## config.mk

```make
export PLATFORM = sky130hd
export DESIGN_NAME = melody_sequencer
export DESIGN_NICKNAME = d
export VERILOG_FILES = /design/src/rtl/melody_sequencer.sv
export SDC_FILE = /design/constraint.sdc
export NUM_CORES = 1
export LEC_CHECK = 0
export BUFFER_PORTS_ARGS = -buffer_cell sky130_fd_sc_hd__buf_2
export CORE_ASPECT_RATIO = 1.75
export CORE_MARGIN = 2
export CORE_UTILIZATION = 46
export CTS_BUF_LIST = sky130_fd_sc_hd__clkbuf_4 sky130_fd_sc_hd__clkbuf_8 sky130_fd_sc_hd__clkbuf_16
export CTS_CLUSTER_DIAMETER = 200
export DETAILED_ROUTE_END_ITERATION = 12
export PLACE_DENSITY = 0.58
export SYNTH_ARGS = -nofsm -noshare
export SYNTH_HDL_FRONTEND = slang
export SYNTH_SLANG_ARGS = --single-unit
```

## constraint.sdc

```tcl
create_clock -name clock_in -period 7.8 [get_ports clock_in]
set_input_delay 1.56 -clock clock_in [delete_from_list [all_inputs] [get_ports clock_in]]
set_output_delay 1.56 -clock clock_in [all_outputs]
set_load 0.03 [all_outputs]
```

## src/rtl/melody_sequencer.sv

```systemverilog
// -----------------------------------------------------------------------------
// melody_sequencer
//   Plays a melody stored in a small song RAM. Each RAM entry is
//   {note[7:4], beats[3:0]}; the sequencer steps through the entries and
//   drives a single programmable tone divider whose divisor is looked up
//   from the note index (octave 3, C3..B3 = 1..12, all other indices rest).
//
//   Optional feature macro: LOOP_EN
//     defined   -> adds input `loop`; a completed song restarts at step 0
//                  (done still pulses once per pass) until `stop`.
//     undefined -> no `loop` port; completion always returns to idle.
//
// Ports
//   clock_in   in   system clock
//   reset_n    in   asynchronous active-low reset
//   start      in   one-cycle pulse, begins playback at step 0 (idle only)
//   stop       in   one-cycle pulse, aborts playback (wins over start)
//   wr_en      in   song RAM write strobe, honoured only while idle
//   wr_addr    in   song RAM write address
//   wr_data    in   {note[7:4], beats[3:0]}; beats == 0 marks end of song
//   loop       in   (LOOP_EN only) restart at step 0 after completion
//   busy       out  high while a song is being played
//   done       out  one-cycle pulse on normal completion
//   step       out  index of the entry now playing
//   note_out   out  note index now playing (0 = rest)
//   clock_out  out  square-wave tone to the speaker
// -----------------------------------------------------------------------------
module melody_sequencer #(
    parameter int unsigned CLK_HZ     = 50_000_000,
    parameter int unsigned BEAT_TICKS = 12_500_000,
    parameter int unsigned ADDR_W     = 4,
    parameter int unsigned DIV_W      = 28
) (
    input  logic              clock_in,
    input  logic              reset_n,
    input  logic              start,
    input  logic              stop,
    input  logic              wr_en,
    input  logic [ADDR_W-1:0] wr_addr,
    input  logic [7:0]        wr_data,
`ifdef LOOP_EN
    input  logic              loop,
`endif
    output logic              busy,
    output logic              done,
    output logic [ADDR_W-1:0] step,
    output logic [3:0]        note_out,
    output logic              clock_out
);

    localparam int unsigned NUM_STEPS = 2 ** ADDR_W;
    localparam logic [ADDR_W-1:0] LAST_STEP = '1;
    localparam logic [DIV_W-1:0]  BEAT_TICKS_W = DIV_W'(BEAT_TICKS);

    // Clock expressed in centi-hertz so note frequencies stay integral.
    localparam logic [63:0] CLK_CHZ = 64'(CLK_HZ) * 64'd100;

    // Rounded divisor for a frequency given in centi-hertz (elaboration only).
    function automatic logic [DIV_W-1:0] div_of(input logic [63:0] f_chz);
        return DIV_W'((CLK_CHZ + (f_chz >> 1)) / f_chz);
    endfunction

    localparam logic [DIV_W-1:0] DIV_C3  = div_of(64'd13081);
    localparam logic [DIV_W-1:0] DIV_CS3 = div_of(64'd13859);
    localparam logic [DIV_W-1:0] DIV_D3  = div_of(64'd14683);
    localparam logic [DIV_W-1:0] DIV_DS3 = div_of(64'd15556);
    localparam logic [DIV_W-1:0] DIV_E3  = div_of(64'd16481);
    localparam logic [DIV_W-1:0] DIV_F3  = div_of(64'd17461);
    localparam logic [DIV_W-1:0] DIV_FS3 = div_of(64'd18500);
    localparam logic [DIV_W-1:0] DIV_G3  = div_of(64'd19600);
    localparam logic [DIV_W-1:0] DIV_GS3 = div_of(64'd20765);
    localparam logic [DIV_W-1:0] DIV_A3  = div_of(64'd22000);
    localparam logic [DIV_W-1:0] DIV_AS3 = div_of(64'd23308);
    localparam logic [DIV_W-1:0] DIV_B3  = div_of(64'd24694);

    typedef enum logic [1:0] {
        ST_IDLE   = 2'd0,
        ST_LOAD   = 2'd1,
        ST_PLAY   = 2'd2,
        ST_FINISH = 2'd3
    } state_e;

    state_e            state_q, state_d;
    logic [ADDR_W-1:0] step_q, step_d;
    logic [3:0]        note_q, note_d;
    logic [DIV_W-1:0]  div_q, div_d;
    logic [DIV_W-1:0]  beat_q, beat_d;
    logic [DIV_W-1:0]  limit_q, limit_d;
    logic              busy_q, busy_d;
    logic              done_q, done_d;
    logic              clk_out_q, clk_out_d;

    logic [7:0]        mem [NUM_STEPS];
    logic [7:0]        rd_data_c;
    logic [3:0]        rd_note_c;
    logic [3:0]        rd_beats_c;
    logic [DIV_W-1:0]  div_val_c;
    logic [DIV_W-1:0]  div_last_c;
    logic [DIV_W-1:0]  half_c;
    logic              tone_c;
    logic              loop_c;

`ifdef LOOP_EN
    assign loop_c = loop;
`else
    assign loop_c = 1'b0;
`endif

    // Song RAM: not reset, written only while the sequencer is idle.
    always_ff @(posedge clock_in) begin
        if (wr_en && (state_q == ST_IDLE)) begin
            mem[wr_addr] <= wr_data;
        end
    end

    assign rd_data_c  = mem[step_q];
    assign rd_note_c  = rd_data_c[7:4];
    assign rd_beats_c = rd_data_c[3:0];

    // Divisor for the latched note; rests select zero and keep the tone low.
    always_comb begin
        div_val_c = '0;
        case (note_q)
            4'd1:    div_val_c = DIV_C3;
            4'd2:    div_val_c = DIV_CS3;
            4'd3:    div_val_c = DIV_D3;
            4'd4:    div_val_c = DIV_DS3;
            4'd5:    div_val_c = DIV_E3;
            4'd6:    div_val_c = DIV_F3;
            4'd7:    div_val_c = DIV_FS3;
            4'd8:    div_val_c = DIV_G3;
            4'd9:    div_val_c = DIV_GS3;
            4'd10:   div_val_c = DIV_A3;
            4'd11:   div_val_c = DIV_AS3;
            4'd12:   div_val_c = DIV_B3;
            default: div_val_c = '0;
        endcase
    end

    assign tone_c     = (note_q != 4'd0) && (note_q <= 4'd12);
    assign div_last_c = div_val_c - DIV_W'(1);
    assign half_c     = div_val_c >> 1;

    // State register and registered outputs.
    always_ff @(posedge clock_in or negedge reset_n) begin
        if (!reset_n) begin
            state_q   <= ST_IDLE;
            step_q    <= '0;
            note_q    <= '0;
            div_q     <= '0;
            beat_q    <= '0;
            limit_q   <= '0;
            busy_q    <= 1'b0;
            done_q    <= 1'b0;
            clk_out_q <= 1'b0;
        end else begin
            state_q   <= state_d;
            step_q    <= step_d;
            note_q    <= note_d;
            div_q     <= div_d;
            beat_q    <= beat_d;
            limit_q   <= limit_d;
            busy_q    <= busy_d;
            done_q    <= done_d;
            clk_out_q <= clk_out_d;
        end
    end

    // Next-state and next-output logic; outputs are derived from state_d so
    // they line up with the state they describe.
    always_comb begin
        state_d   = state_q;
        step_d    = step_q;
        note_d    = note_q;
        div_d     = div_q;
        beat_d    = beat_q;
        limit_d   = limit_q;
        busy_d    = 1'b0;
        done_d    = 1'b0;
        clk_out_d = 1'b0;

        case (state_q)
            ST_IDLE: begin
                if (start) begin
                    state_d = ST_LOAD;
                    step_d  = '0;
                end
            end
            ST_LOAD: begin
                note_d = rd_note_c;
                if (rd_beats_c == 4'd0) begin
                    state_d = ST_FINISH;
                end else begin
                    div_d   = '0;
                    beat_d  = '0;
                    limit_d = DIV_W'(rd_beats_c) * BEAT_TICKS_W - DIV_W'(1);
                    state_d = ST_PLAY;
                end
            end
            ST_PLAY: begin
                // Registered compare gives the one-cycle lag on clock_out.
                clk_out_d = tone_c && (div_q < half_c);
                div_d     = (div_q == div_last_c) ? '0 : div_q + DIV_W'(1);
                if (beat_q == limit_q) begin
                    if (step_q == LAST_STEP) begin
                        state_d = ST_FINISH;
                    end else begin
                        step_d  = step_q + ADDR_W'(1);
                        state_d = ST_LOAD;
                    end
                end else begin
                    beat_d = beat_q + DIV_W'(1);
                end
            end
            ST_FINISH: begin
                if (loop_c) begin
                    state_d = ST_LOAD;
                    step_d  = '0;
                end else begin
                    state_d = ST_IDLE;
                end
            end
            default: begin
                state_d = ST_IDLE;
            end
        endcase

        // Abort has priority over every transition above, including start.
        if (stop) begin
            state_d = ST_IDLE;
            div_d   = '0;
            beat_d  = '0;
        end

        if (state_d == ST_IDLE) begin
            step_d    = '0;
            note_d    = '0;
            clk_out_d = 1'b0;
        end

        if (state_d == ST_FINISH) begin
            clk_out_d = 1'b0;
        end

        busy_d = (state_d == ST_LOAD) || (state_d == ST_PLAY) ||
                 ((state_d == ST_FINISH) && loop_c);
        done_d = (state_d == ST_FINISH);
    end

    assign busy      = busy_q;
    assign done      = done_q;
    assign step      = step_q;
    assign note_out  = note_q;
    assign clock_out = clk_out_q;

endmodule

```

* Word level (Yosys, flattened, before mapping)
Memory sizes are Yosys's and may differ from the RTL's.
Cells that the tools add are included.
** Cells by class
- Add/sub/neg operators :: 5
- $mul :: 1
- Div/mod/pow operators :: 0
- $lt $le $gt $ge :: 2
- Equality and inequality tests :: 14
- Shifts and indexed selects :: 0
- Mux-type cells :: 25
- Bitwise operators :: 1
- Reductions and logical operators :: 15
** Operators with widths (count)
- two-way mux 28 bit :: 5
- case mux 28 bit (2 select lines) :: 2
- adder 28 x 1 -> 28 bit, second input constant :: 2
- == test 28 bit :: 2
- subtractor 28 x 1 -> 28 bit, second input constant :: 2
- less-than comparator 28 x 27 -> 1 bit :: 1
- two-way mux 4 bit :: 6
- multiplier 4 x 19 -> 23 bit, second input constant :: 1
- != test 3 bit, second input constant :: 4
- == test 2 bit, second input constant :: 4
- two-way mux 2 bit :: 4
- case mux 2 bit (4 select lines) :: 1
- case mux 4 bit (2 select lines) :: 1
- two-way mux 1 bit :: 6
- nonzero test 3 bit :: 2
- adder 4 x 1 -> 4 bit, second input constant :: 1
- == test 2 x 1 -> 1 bit, second input constant :: 2
- == test 4 bit, second input constant :: 1
- less-or-equal comparator 4 bit, second input constant :: 1
- zero test 2 bit :: 2
- zero test 4 bit :: 1
- AND reduction 2 bit :: 2
- AND reduction 4 bit :: 1
- nonzero test 4 bit :: 1
- other kinds (6) :: 8
** Word-level totals
- Register bits :: 97
- Latch bits :: 0
- Memory bits (writable) :: 128
- Memory bits (read-only) :: 304
- Bits of input ports :: 17
- Output and inout bits :: 11
- Word-level logic and storage cells :: 74
- Memories :: 2
** Memory list
- (no name shown) :: words 16, bits a word 19, read ports 1, clocked after memory_dff 0, wr ports 0, line 123 : case (note_q)
- mem :: words 16, bits a word 8, read ports 1, clocked after memory_dff 0, wr ports 1, line 93 : logic [7:0] mem [NUM_STEPS];

* Depth between registers and ports, before layout
Gate-level depths: netlist of the first run.
- Depth after elaboration :: 8
- Depth in mapped cells :: 21
- Gate-level depth less buffers :: 18

* Worst setup path before layout of the first run
Ideal clock, no wire load.
- Path type :: reg2reg
- Start point :: register step_q[0] (netlist: step[0])
- End point :: register limit_q[26]
- Setup time :: 0.136 ns
- Arrival time :: 6.128 ns
- Data required time :: 7.664 ns
- Slack :: 1.536 ns
- Cell stages (with the launch flop) :: 19
- Buffers on the path :: 3
- Clock period less this slack :: 6.264 ns
- Cells stage by stage :: dfrtp_1 > buf_2 > buf_2 > buf_1 > mux4_2 > mux4_2 > fa_1 > fa_1 > ha_1 > a21o_1 > a21oi_1 > o21ai_0 > xor2_1 > or3_1 > or2_2 > nor3_1 > nand3_1 > xnor2_1 > o21ai_0
** Between the ends
- Word-level cells in the longest chain between the ends :: 4
- Elaborated cells on any way between the ends :: 6
- Classes of those cells :: add/sub (1); mul (1); bitwise (1); reduce/logical (2); memory (1)
** Ends and longest elaborated chain
- start, declared :: line 84 : logic [ADDR_W-1:0] step_q, step_d;
- start signal, assigned :: line 158 : step_q <= step_d;
- memory read (16 x 8 bit) (*)
- parallel branches: the longest is 3 deep, another holds subtractor 28 x 1 -> 28 bit
- end signal, assigned :: line 162 : limit_q <= limit_d;
- end, declared :: line 88 : logic [DIV_W-1:0] limit_q, limit_d;
Every way passes the cells marked *.
A chain may end at the register's enable or synchronous reset.

* Worst setup path after layout of the first run
Ends and elaborated chain as after synthesis.

==> results of run 1 <==
[synthesized netlist by cell type, types with 7 or more instances]
library cell | instances | area [um^2]
o21ai_0 | 53 | 265
nor4_1 | 11 | 68.8
buf_6 | 8 | 90.1
a21oi_1 | 53 | 265
o21a_1 | 8 | 60.1
nand2_1 | 93 | 349
xnor2_1 | 39 | 342
nand2b_1 | 27 | 169
nand3_1 | 37 | 185
a31oi_1 | 27 | 169
buf_2 | 7 | 35.0
ha_1 | 62 | 776
or3_1 | 9 | 56.3
nand4_1 | 15 | 93.8
dfrtp_1 | 92 | 2300
buf_1 | 7 | 26.3
nor2b_1 | 13 | 81.3
inv_1 | 36 | 135
clkbuf_1 | 28 | 105
xor2_1 | 46 | 403
o31ai_1 | 8 | 60.1
and3_1 | 25 | 156
nor2_1 | 91 | 342
nor3_1 | 26 | 130
mux2i_1 | 12 | 120
a21o_1 | 9 | 67.6
edfxtp_1 | 128 | 3840
mux4_2 | 40 | 901
fa_1 | 8 | 160
[layer usage]
layer / global-route usage, % / vias to the layer above / wire length, um
met2: 40.0 / 188 / 16400
met1: 23.3 / 4154 / 10900
met5: 0 / - / 0
li1: - / 4130 / -
met3: 2.49 / 66 / 962
met4: 9.33 / 0 / 1290
[worst max-delay path by stage]
stage | startpoint | to | slack, ns | cells past startpoint
2_1_floorplan | step[0]$_DFFE_PN0P_ | limit_q[26]$_DFFE_PN0P_ | 1.54 | 18
3_3_place_gp | step[0]$_DFFE_PN0P_ | limit_q[26]$_DFFE_PN0P_ | 1.91 | 15
3_5_place_dp | step[0]$_DFFE_PN0P_ | limit_q[26]$_DFFE_PN0P_ | 1.86 | 15
4_1_cts | step[0]$_DFFE_PN0P_ | limit_q[26]$_DFFE_PN0P_ | 1.83 | 15
5_1_grt | step[0]$_DFFE_PN0P_ | limit_q[26]$_DFFE_PN0P_ | 1.62 | 15
6_report | step[0]$_DFFE_PN0P_ | limit_q[26]$_DFFE_PN0P_ | 1.88 | 15
[power by group]
group / leakage (uW) / total [uW] / switching, uW / internal (uW)
sequential: 0.00239 / 1310 / 34.3 / 1280
clock: 0.000389 / 1130 / 456 / 670
combinational: 0.00257 / 428 / 255 / 172
total: 0.00535 / 2870 / 746 / 2120
[registers in the layout (all words and copies together) (netlist names)]
register and flops:
note_out 4, step 4, state_q 2, clock_out 1, done 1, div_q 28
busy 1, limit_q 23, beat_q 28, mem 128
[final cells by class]
cell class,instances,share of cell area [%]
Sequential cell,220,44.5
Multi-Input combinational cell,805,44.0
Clock buffer,29,4.49
Tap cell,369,3.34
Timing Repair Buffer,37,1.54
Clock inverter,11,1.13
Inverter,36,0.978
[stage by stage]
stage | worst slack (ns) | cell area, um^2 | utilization (%) | total power, uW
after floorplan | 1.54 | 12600 | - | 1640
after global placement | 1.91 | 13000 | 48.1 | 1760
after detailed placement | 1.86 | 13000 | 48.1 | 1770
after CTS | 1.83 | 13800 | 50.9 | 2900
after global routing | 1.62 | 13800 | 50.9 | 2990
final | 1.88 | 13800 | 50.9 | 2870
[cell families after synthesis]
group,synth area share [%]
flops,48.7
mux,8.54
fa+ha+maj,7.42
xor+xnor,6.35
compound gates,10.8
simple gates,14.9
buf+inv,3.22
[cell usage in the layout (no fill, tap or decap), drive strengths merged, types with 40 or more instances in the layout]
master | synthesis | final
dfrtp | 92 | 92
edfxtp | 128 | 128
o21ai | 57 | 57
ha | 62 | 62
xor2 | 47 | 47
a21oi | 54 | 54
nor2 | 91 | 91
xnor2 | 40 | 40
nand2 | 93 | 93
mux4 | 40 | 40
[critical path, delay by kind of cell (launching register included)]
family | cells | cell delay [ns]
fa+ha+maj | 3 | 1.45
simple gates | 4 | 1.24
mux | 2 | 1.18
compound gates | 4 | 0.78
flops | 1 | 0.73
xor+xnor | 2 | 0.38
==> flow_summary.toml, run 1 <==
[status]
status = "completed"

[grt]
first_global_vias = 8753
gr-usage-all-layers_pct = 21.2
grt_max_degree = 70
grt_overflow_total = 0
grt_first_pass_wirelength_um = 47300
grt_antenna_before_repair = 0

[setup_path]
crit_path_max_fanout = 18
start_kind = "flop"
r2r_cells = 15
max_stage_delay_ns = 0.73
cp_slowest_cell = "dfrtp_2"
rr_startpoint = "step[0]$_DFFE_PN0P_"
timing.rr.end = "limit_q[26]$_DFFE_PN0P_"
arrival_ns = 6.28
endpoint_kind = "flop"
required_ns = 8.16
crit_chain = "mux4_2 -> mux4_2 -> fa_1 -> fa_1 -> ha_1 -> a21o_1 -> a21oi_1 -> o21ai_0 -> xor2_1 -> or3_1 -> or2_2 -> nor3_1 -> nand3_1 -> xnor2_1 -> o21ai_0"
crit_type = "reg2reg"
reg2reg_setup_slack_ns = 1.88

[timing]
skew_ns = 0.0207
fin_crit_ns = 5.92
setup_tns_ns = 0
fmax_ghz = 0.169
finalSetupViolations = 0
rsz0062_at_grt = "no"
fin_crit_sh_pct = 75.9
relSlewSlack_pct = 17.8
hold_ws_ns = 0.497
hold_viol = 0
drv_slew = 0
worstMarginPinSlew_ns = 1.23

[routing]
wl_per_cell_um = 19.6
drt-vias-per-instance = 5.67
ant_nets = 0
vias = 8538
drtPass1Iterations = 5
drt_wl_total_um = 29500
drt_iter0_markers = 403
drc = 0

[clock_network]
clk_path_buf_depth = 3
cts_resized = 0
cts_made_buffers = 22
postCtsSetupBuffers = 0
cts_tree = "done"
ctsHoldBuffers = 0
worstSkewPairLatency_ns = 0.53
clk_pin_slew_worst_paths_ns = 0.06
htree_num_levels = 1
cts.sinks = 220
root_buffer = "clkbuf_16"

[synth]
synthFlopType = "edfxtp_1"
ys_seq_elements = 220
seq_area_frac_synth_pct = 48.7
ys.warnings.count = 0
synth.distinct_cells = 77
synthesis.area_um2 = 12600
async_flop_share_pct = 41.8
synth.avg_cell_area_um2 = 11.3
synth_edf_count = 128
synth_fp_nets = 1200
netlist_instances = 1113

[die]
die_w_um = 129
die_y_um = 223
start_util_pct = 46.5
dieArea_um2 = 28800
fp-row-count = 80
io_pins = 28
core-area_um2 = 27100

[min_path]
hold_path.class = "reg2reg"
hp-start = "limit_q[15]$_DFFE_PN0P_"
hold-path-endpoint = "limit_q[15]$_DFFE_PN0P_"
worstHoldPathCells = 2

[place]
place_congestion = 0.924
io_buffers = 27
hpwlAfterDp_um = 22300
dp_cells = 1467

[finish]
multi_input_area_um2 = 6080
stdcell_count = 1507
area.growth.synth_to_final_pct = 9.50
fin_nets = 1209
antenna_cells = 0
drive_gt1_share_pct = 12.8
final.fill_count = 2379
seqCellArea_um2 = 6150

[power]
leakagePower_uw = 0.00535
ir_drop_mv = 0.247
power_density_nw_per_um2 = 208

[flow_run]
max_cap_violations = 0
Power figures use the tool's default switching activity.
==> run 2, diff against run 1 <==
Clock period 7.8 ns to 5.6 ns, I/O delays scaled along.
==> run 2 against run 1 <==
Effect of this change: die area unchanged; largest power group unchanged; critical path type unchanged; non-clock buffer count up 13; worst hold slack better by 0.0042 ns.
==> flow_summary.toml, run 2 (same netlist as run 1, synthesis figures left out) <==
[clock_network]
cts.sinks = 220
root_buffer = "clkbuf_16"
clk_pin_slew_worst_paths_ns = 0.07
worstSkewPairLatency_ns = 0.53
ctsHoldBuffers = 0
cts_made_buffers = 22
htree_num_levels = 1
cts_tree = "done"
clk_path_buf_depth = 3

[routing]
drt_iter0_markers = 424
ant_nets = 0
drtPass1Iterations = 6
wl_per_cell_um = 19.4
drt-vias-per-instance = 5.62
vias = 8544
drt_wl_total_um = 29500
drc = 0

[finish]
final_cell_mix = "edfxtp_1 (128), nand2_1 (93), nor2_1 (91), dfrtp_1 (91), ha_1 (62)"
final_common_cell = "edfxtp_1"
largest_reg_flops = 128
stdcell_count = 1520
area.growth.synth_to_final_pct = 10.8
drive_gt1_share_pct = 14.5
antenna_cells = 0
reg_top3 = "mem (128), beat_q (28), div_q (28)"
fin_nets = 1222
top_register = "mem"
final.fill_count = 2421
finalInstanceArea_um2 = 14000

[timing]
hold_viol = 0
fmax_ghz = 0.189
fin_crit_ns = 5.29
skew_ns = 0.0196
relSlewSlack_pct = 17.3
drv_slew = 0
worstMarginPinSlew_ns = 1.24
rsz0062_at_grt = "no"
fin_crit_sh_pct = 94.5
setup_tns_ns = 0
finalSetupViolations = 0
setup_slack_ns = 0.307

[setup_path]
arrival_ns = 5.68
cp_slowest_cell = "fa_2"
timing.rr.end = "limit_q[21]$_DFFE_PN0P_"
endpoint_kind = "flop"
r2r_cells = 15
cp_common_cell = "mux4_2"
path_delay_family = "adder cells"
start_kind = "flop"
crit_buf_inv = 1
rr_startpoint = "step[0]$_DFFE_PN0P_"
crit_type = "reg2reg"
crit_chain = "buf_12 -> mux4_2 -> mux4_2 -> fa_2 -> fa_1 -> ha_1 -> a21o_1 -> a21oi_2 -> xnor2_1 -> or2_2 -> or3_1 -> or4_1 -> nor2_1 -> xor2_1 -> o21ai_0"
max_stage_delay_ns = 0.62
crit_path_max_fanout = 13
reg2reg_setup_slack_ns = 0.31
required_ns = 5.99

[die]
core-area_um2 = 27100
die_w_um = 129
fp-row-count = 80
io_pins = 28
start_util_pct = 46.5
dieArea_um2 = 28800
die_y_um = 223

[grt]
grt_antenna_before_repair = 0
grt_overflow_total = 0
gr-usage-all-layers_pct = 21.2
grt_first_pass_wirelength_um = 47400
first_global_vias = 8730
grt_max_degree = 52

[power]
power_density_nw_per_um2 = 290
leakagePower_uw = 0.00544
finalPower_uw = 4050
ir_drop_mv = 0.298

[flow_run]
max_cap_violations = 0

[place]
dp_slack_ns = 0.149
place_congestion = 0.954
hpwlAfterDp_um = 22100
dp_cells = 1478
io_buffers = 27
postPlaceCellArea_um2 = 13100

[min_path]
hp-start = "limit_q[12]$_DFFE_PN0P_"
worstHoldPathCells = 2
hold_path.class = "reg2reg"
hold-path-endpoint = "limit_q[12]$_DFFE_PN0P_"

[status]
status = "completed"
[run 2: changes by cell type in the layout (fill, tap and decap cells not counted), sizes merged]
cell,delta
bufinv,+1
clkinvlp,+2
buf,+13
clkbuf,-3
[run 2: worst reg2reg max path, stage by stage (launching register included)]
cell and delay [ns]:
dfrtp_2 0.42, buf_12 0.17, mux4_2 0.52, mux4_2 0.55
fa_2 0.62, fa_1 0.47, ha_1 0.31, a21o_1 0.17
a21oi_2 0.19, xnor2_1 0.11, or2_2 0.32, or3_1 0.34
or4_1 0.58, nor2_1 0.16, xor2_1 0.14, o21ai_0 0.08
[run 2: worst max path at each step]
| stage | startpoint | end | slack (ns) | cells after the start |
|---|---|---|---|---|
| detailed placement | step[0]$_DFFE_PN0P_ | limit_q[27]$_DFFE_PN0P_ | 0.15 | 18 |
| global route | step[0]$_DFFE_PN0P_ | limit_q[27]$_DFFE_PN0P_ | 0.03 | 18 |
| floorplan | step[0]$_DFFE_PN0P_ | limit_q[21]$_DFFE_PN0P_ | 0.009 | 17 |
| finish | step[0]$_DFFE_PN0P_ | limit_q[21]$_DFFE_PN0P_ | 0.31 | 15 |
| CTS | step[0]$_DFFE_PN0P_ | limit_q[27]$_DFFE_PN0P_ | 0.12 | 18 |
| global placement | step[0]$_DFFE_PN0P_ | limit_q[21]$_DFFE_PN0P_ | 0.23 | 15 |
[run 2: what timing repair did]
action                     4_1_cts  5_1_grt
buffers inserted                 0        2
resized for setup                0        8
setup endpoints to repair        0        5
[run 2: per-layer routing]
layer | routed length, um | vias up | track usage, %
li1 | - | 4136 | -
met1 | 10800 | 4160 | 23.3
met2 | 16300 | 177 | 39.6
met3 | 1040 | 71 | 2.83
met4 | 1340 | 0 | 9.75
met5 | 0 | - | 0
[run 2: area by class of cell]
| cell class | count | area, um^2 | share of cell area, % |
|---|---|---|---|
| clock buffer | 26 | 598 | 4.28 |
| timing repair buffer | 50 | 323 | 2.31 |
| multi-input combinational | 805 | 6120 | 43.8 |
| tap | 369 | 462 | 3.30 |
| clock inverter | 14 | 188 | 1.34 |
| inverter | 36 | 135 | 0.967 |
| sequential | 220 | 6150 | 44.0 |
[run 2: where the power goes]
group	internal [uW]	switching (uW)	leakage [uW]
combinational	250	361	0.00266
sequential	1780	45.5	0.00239
clock	957	651	0.000387
[run 2: metrics by stage]
stage | hold WS, ns | utilization [%]
5_1_grt | 0.531 | 51.5
3_3_place_gp | 0.480 | 48.5
4_1_cts | 0.511 | 51.4
3_5_place_dp | 0.495 | 48.5
6_report | 0.501 | 51.5
2_1_floorplan | 0.459 | -
==> run 3, diff against run 2 <==
Settings changed: ABC_CLOCK_PERIOD_IN_PS set to 5600, MAX_ROUTING_LAYER set to met4, TNS_END_PERCENT set to 50.
==> run 3 against run 2 <==
Effect of this change: clock-buffer cell count rose by 1; total power fell by 3.8%; core utilization fell by 0.33 points; design area fell by 0.64%; sequential share of layout area rose by 0.29 points; non-clock buffer count did not move; via count fell by 0.28%; worst hold slack barely moved; die area did not move; final cell count barely moved.
==> flow_summary.toml, run 3 (same netlist as run 1, synthesis figures left out) <==
[status]
status = "completed"

[die]
core-area_um2 = 27100
start_util_pct = 46.5
dieArea_um2 = 28800
die_y_um = 223
die_w_um = 129
io_pins = 28
fp-row-count = 80

[finish]
drive_gt1_share_pct = 14.1
top_register = "mem"
final_cell_mix = "edfxtp_1 (128), nand2_1 (93), nor2_1 (91), dfrtp_1 (91), ha_1 (62)"
final_core_util_pct = 51.2
fin_nets = 1222
antenna_cells = 0
reg_top3 = "mem (128), beat_q (28), div_q (28)"
final_common_cell = "edfxtp_1"
final.fill_count = 2422
area.growth.synth_to_final_pct = 10.1
largest_reg_flops = 128

[place]
dp_slack_ns = 0.207
io_buffers = 27
place_congestion = 0.906
hpwlAfterDp_um = 21800

[clock_network]
cts_made_buffers = 22
worstSkewPairLatency_ns = 0.53
clk_pin_slew_worst_paths_ns = 0.07
cts.sinks = 220
clk_path_buf_depth = 3
htree_num_levels = 1
root_buffer = "clkbuf_16"
cts_tree = "done"

[routing]
drt_iter0_markers = 335
vias = 8520
wl_per_cell_um = 19.2
drc = 0
drt_wl_total_um = 29200
ant_nets = 0
drtPass1Iterations = 5
drt-vias-per-instance = 5.61

[timing]
fmax_ghz = 0.190
drv_slew = 0
setup_slack_ns = 0.347
finalSetupViolations = 0
relSlewSlack_pct = 21.8
hold_ws_ns = 0.501
setup_tns_ns = 0
fin_crit_sh_pct = 93.8
worstMarginPinSlew_ns = 1.17
skew_ns = 0.0214
fin_crit_ns = 5.25
hold_viol = 0

[power]
leakagePower_uw = 0.00538
clkPwrFrac_pct = 37.5
pwr-share-seq_pct = 46.9
comb_power_share_pct = 15.6
switching_share_pct = 26.8
power_density_nw_per_um2 = 280
intPower_uw = 2850
ir_drop_mv = 0.265
p_switching_uw = 1040

[grt]
gr-usage-all-layers_pct = 21.7
first_global_vias = 8722
grt_max_degree = 57
grt_first_pass_wirelength_um = 47200
grt_antenna_before_repair = 0
grt_overflow_total = 0

[setup_path]
crit_path_max_fanout = 17
arrival_ns = 5.66
cp_slowest_cell = "fa_2"
endpoint_kind = "flop"
required_ns = 6.01
cp_common_cell = "mux4_2"
max_stage_delay_ns = 0.64
crit_type = "reg2reg"
start_kind = "flop"
reg2reg_setup_slack_ns = 0.35
crit_chain = "buf_12 -> mux4_2 -> mux4_2 -> fa_2 -> fa_1 -> ha_1 -> a21o_1 -> a21oi_2 -> xnor2_1 -> or2_2 -> or3_1 -> or4_1 -> nor2_1 -> xor2_1 -> o21ai_0"

[flow_run]
max_cap_violations = 0

[min_path]
hold_path.class = "reg2reg"
run 3: cell types whose count changed in the layout (fill, tap and decap cells not counted), sizes merged:
cell,change
clkinv,+1
inv,-2
clkinvlp,+2
bufinv,-3
clkbuf,+1
run 3: cell type report:
| cell class | instances | area, um^2 | area share (%) |
|---|---|---|---|
| Sequential cell | 220 | 6150 | 44.3 |
| Multi-Input combinational cell | 805 | 6110 | 44.0 |
| Clock buffer | 27 | 606 | 4.36 |
| Tap cell | 369 | 462 | 3.33 |
| Timing Repair Buffer | 50 | 323 | 2.32 |
| Inverter | 36 | 135 | 0.973 |
| Clock inverter | 12 | 104 | 0.748 |
run 3: stage by stage:
stage               instances  power (uW)  instance area, um^2
floorplan                1113        2290                12600
global placement         1480        2460                13200
detailed placement       1480        2470                13200
CTS                      1519        3940                13900
global route             1519        4070                13900
finish                   1519        3890                13900
run 3: what timing repair did:
action / in CTS / in global routing
endpoints found under the setup margin: 0 / 2
buffers inserted: 0 / 0
endpoints found under the hold margin: 0 / 0
resized for setup: 0 / 2
hold buffers: 0 / 0
run 3: power by group through the flow:
stage	Combinational [uW]	Sequential, uW	Clock, uW
final	608	1830	1460
after global routing	679	1830	1550
after CTS	613	1830	1500
after detailed placement	610	1860	0
after global placement	604	1860	0
after floorplan	438	1850	0
run 3: per-layer routing:
layer,GRT usage [%],vias up,wire length [um]
met1,23.8,4145,11000
met3,2.40,73,881
met4,9.50,0,1270
met5,-,-,0
met2,38.9,155,16100
li1,-,4147,-
run 3: critical path, delay by kind of cell (launching register included):
| family | cells | cell delay, ns |
|---|---|---|
| compound gates | 3 | 0.44 |
| xor+xnor | 2 | 0.26 |
| fa+ha+maj | 3 | 1.44 |
| buf+inv | 1 | 0.18 |
| flops | 1 | 0.38 |
| mux | 2 | 1.04 |
| simple gates | 4 | 1.39 |
run 3: path summary, 6_finish.rpt:
check	to	cells past startpoint	from
worst max register to register	limit_q[21]$_DFFE_PN0P_	15	step[0]$_DFFE_PN0P_
worst min-delay path	limit_q[18]$_DFFE_PN0P_	2	limit_q[18]$_DFFE_PN0P_
worst min register to register	limit_q[18]$_DFFE_PN0P_	2	limit_q[18]$_DFFE_PN0P_
min in group asynchronous	done$_DFF_PN0_	1	reset_n
max in group asynchronous	beat_q[24]$_DFFE_PN0P_	2	reset_n
worst max-delay path	limit_q[21]$_DFFE_PN0P_	15	step[0]$_DFFE_PN0P_
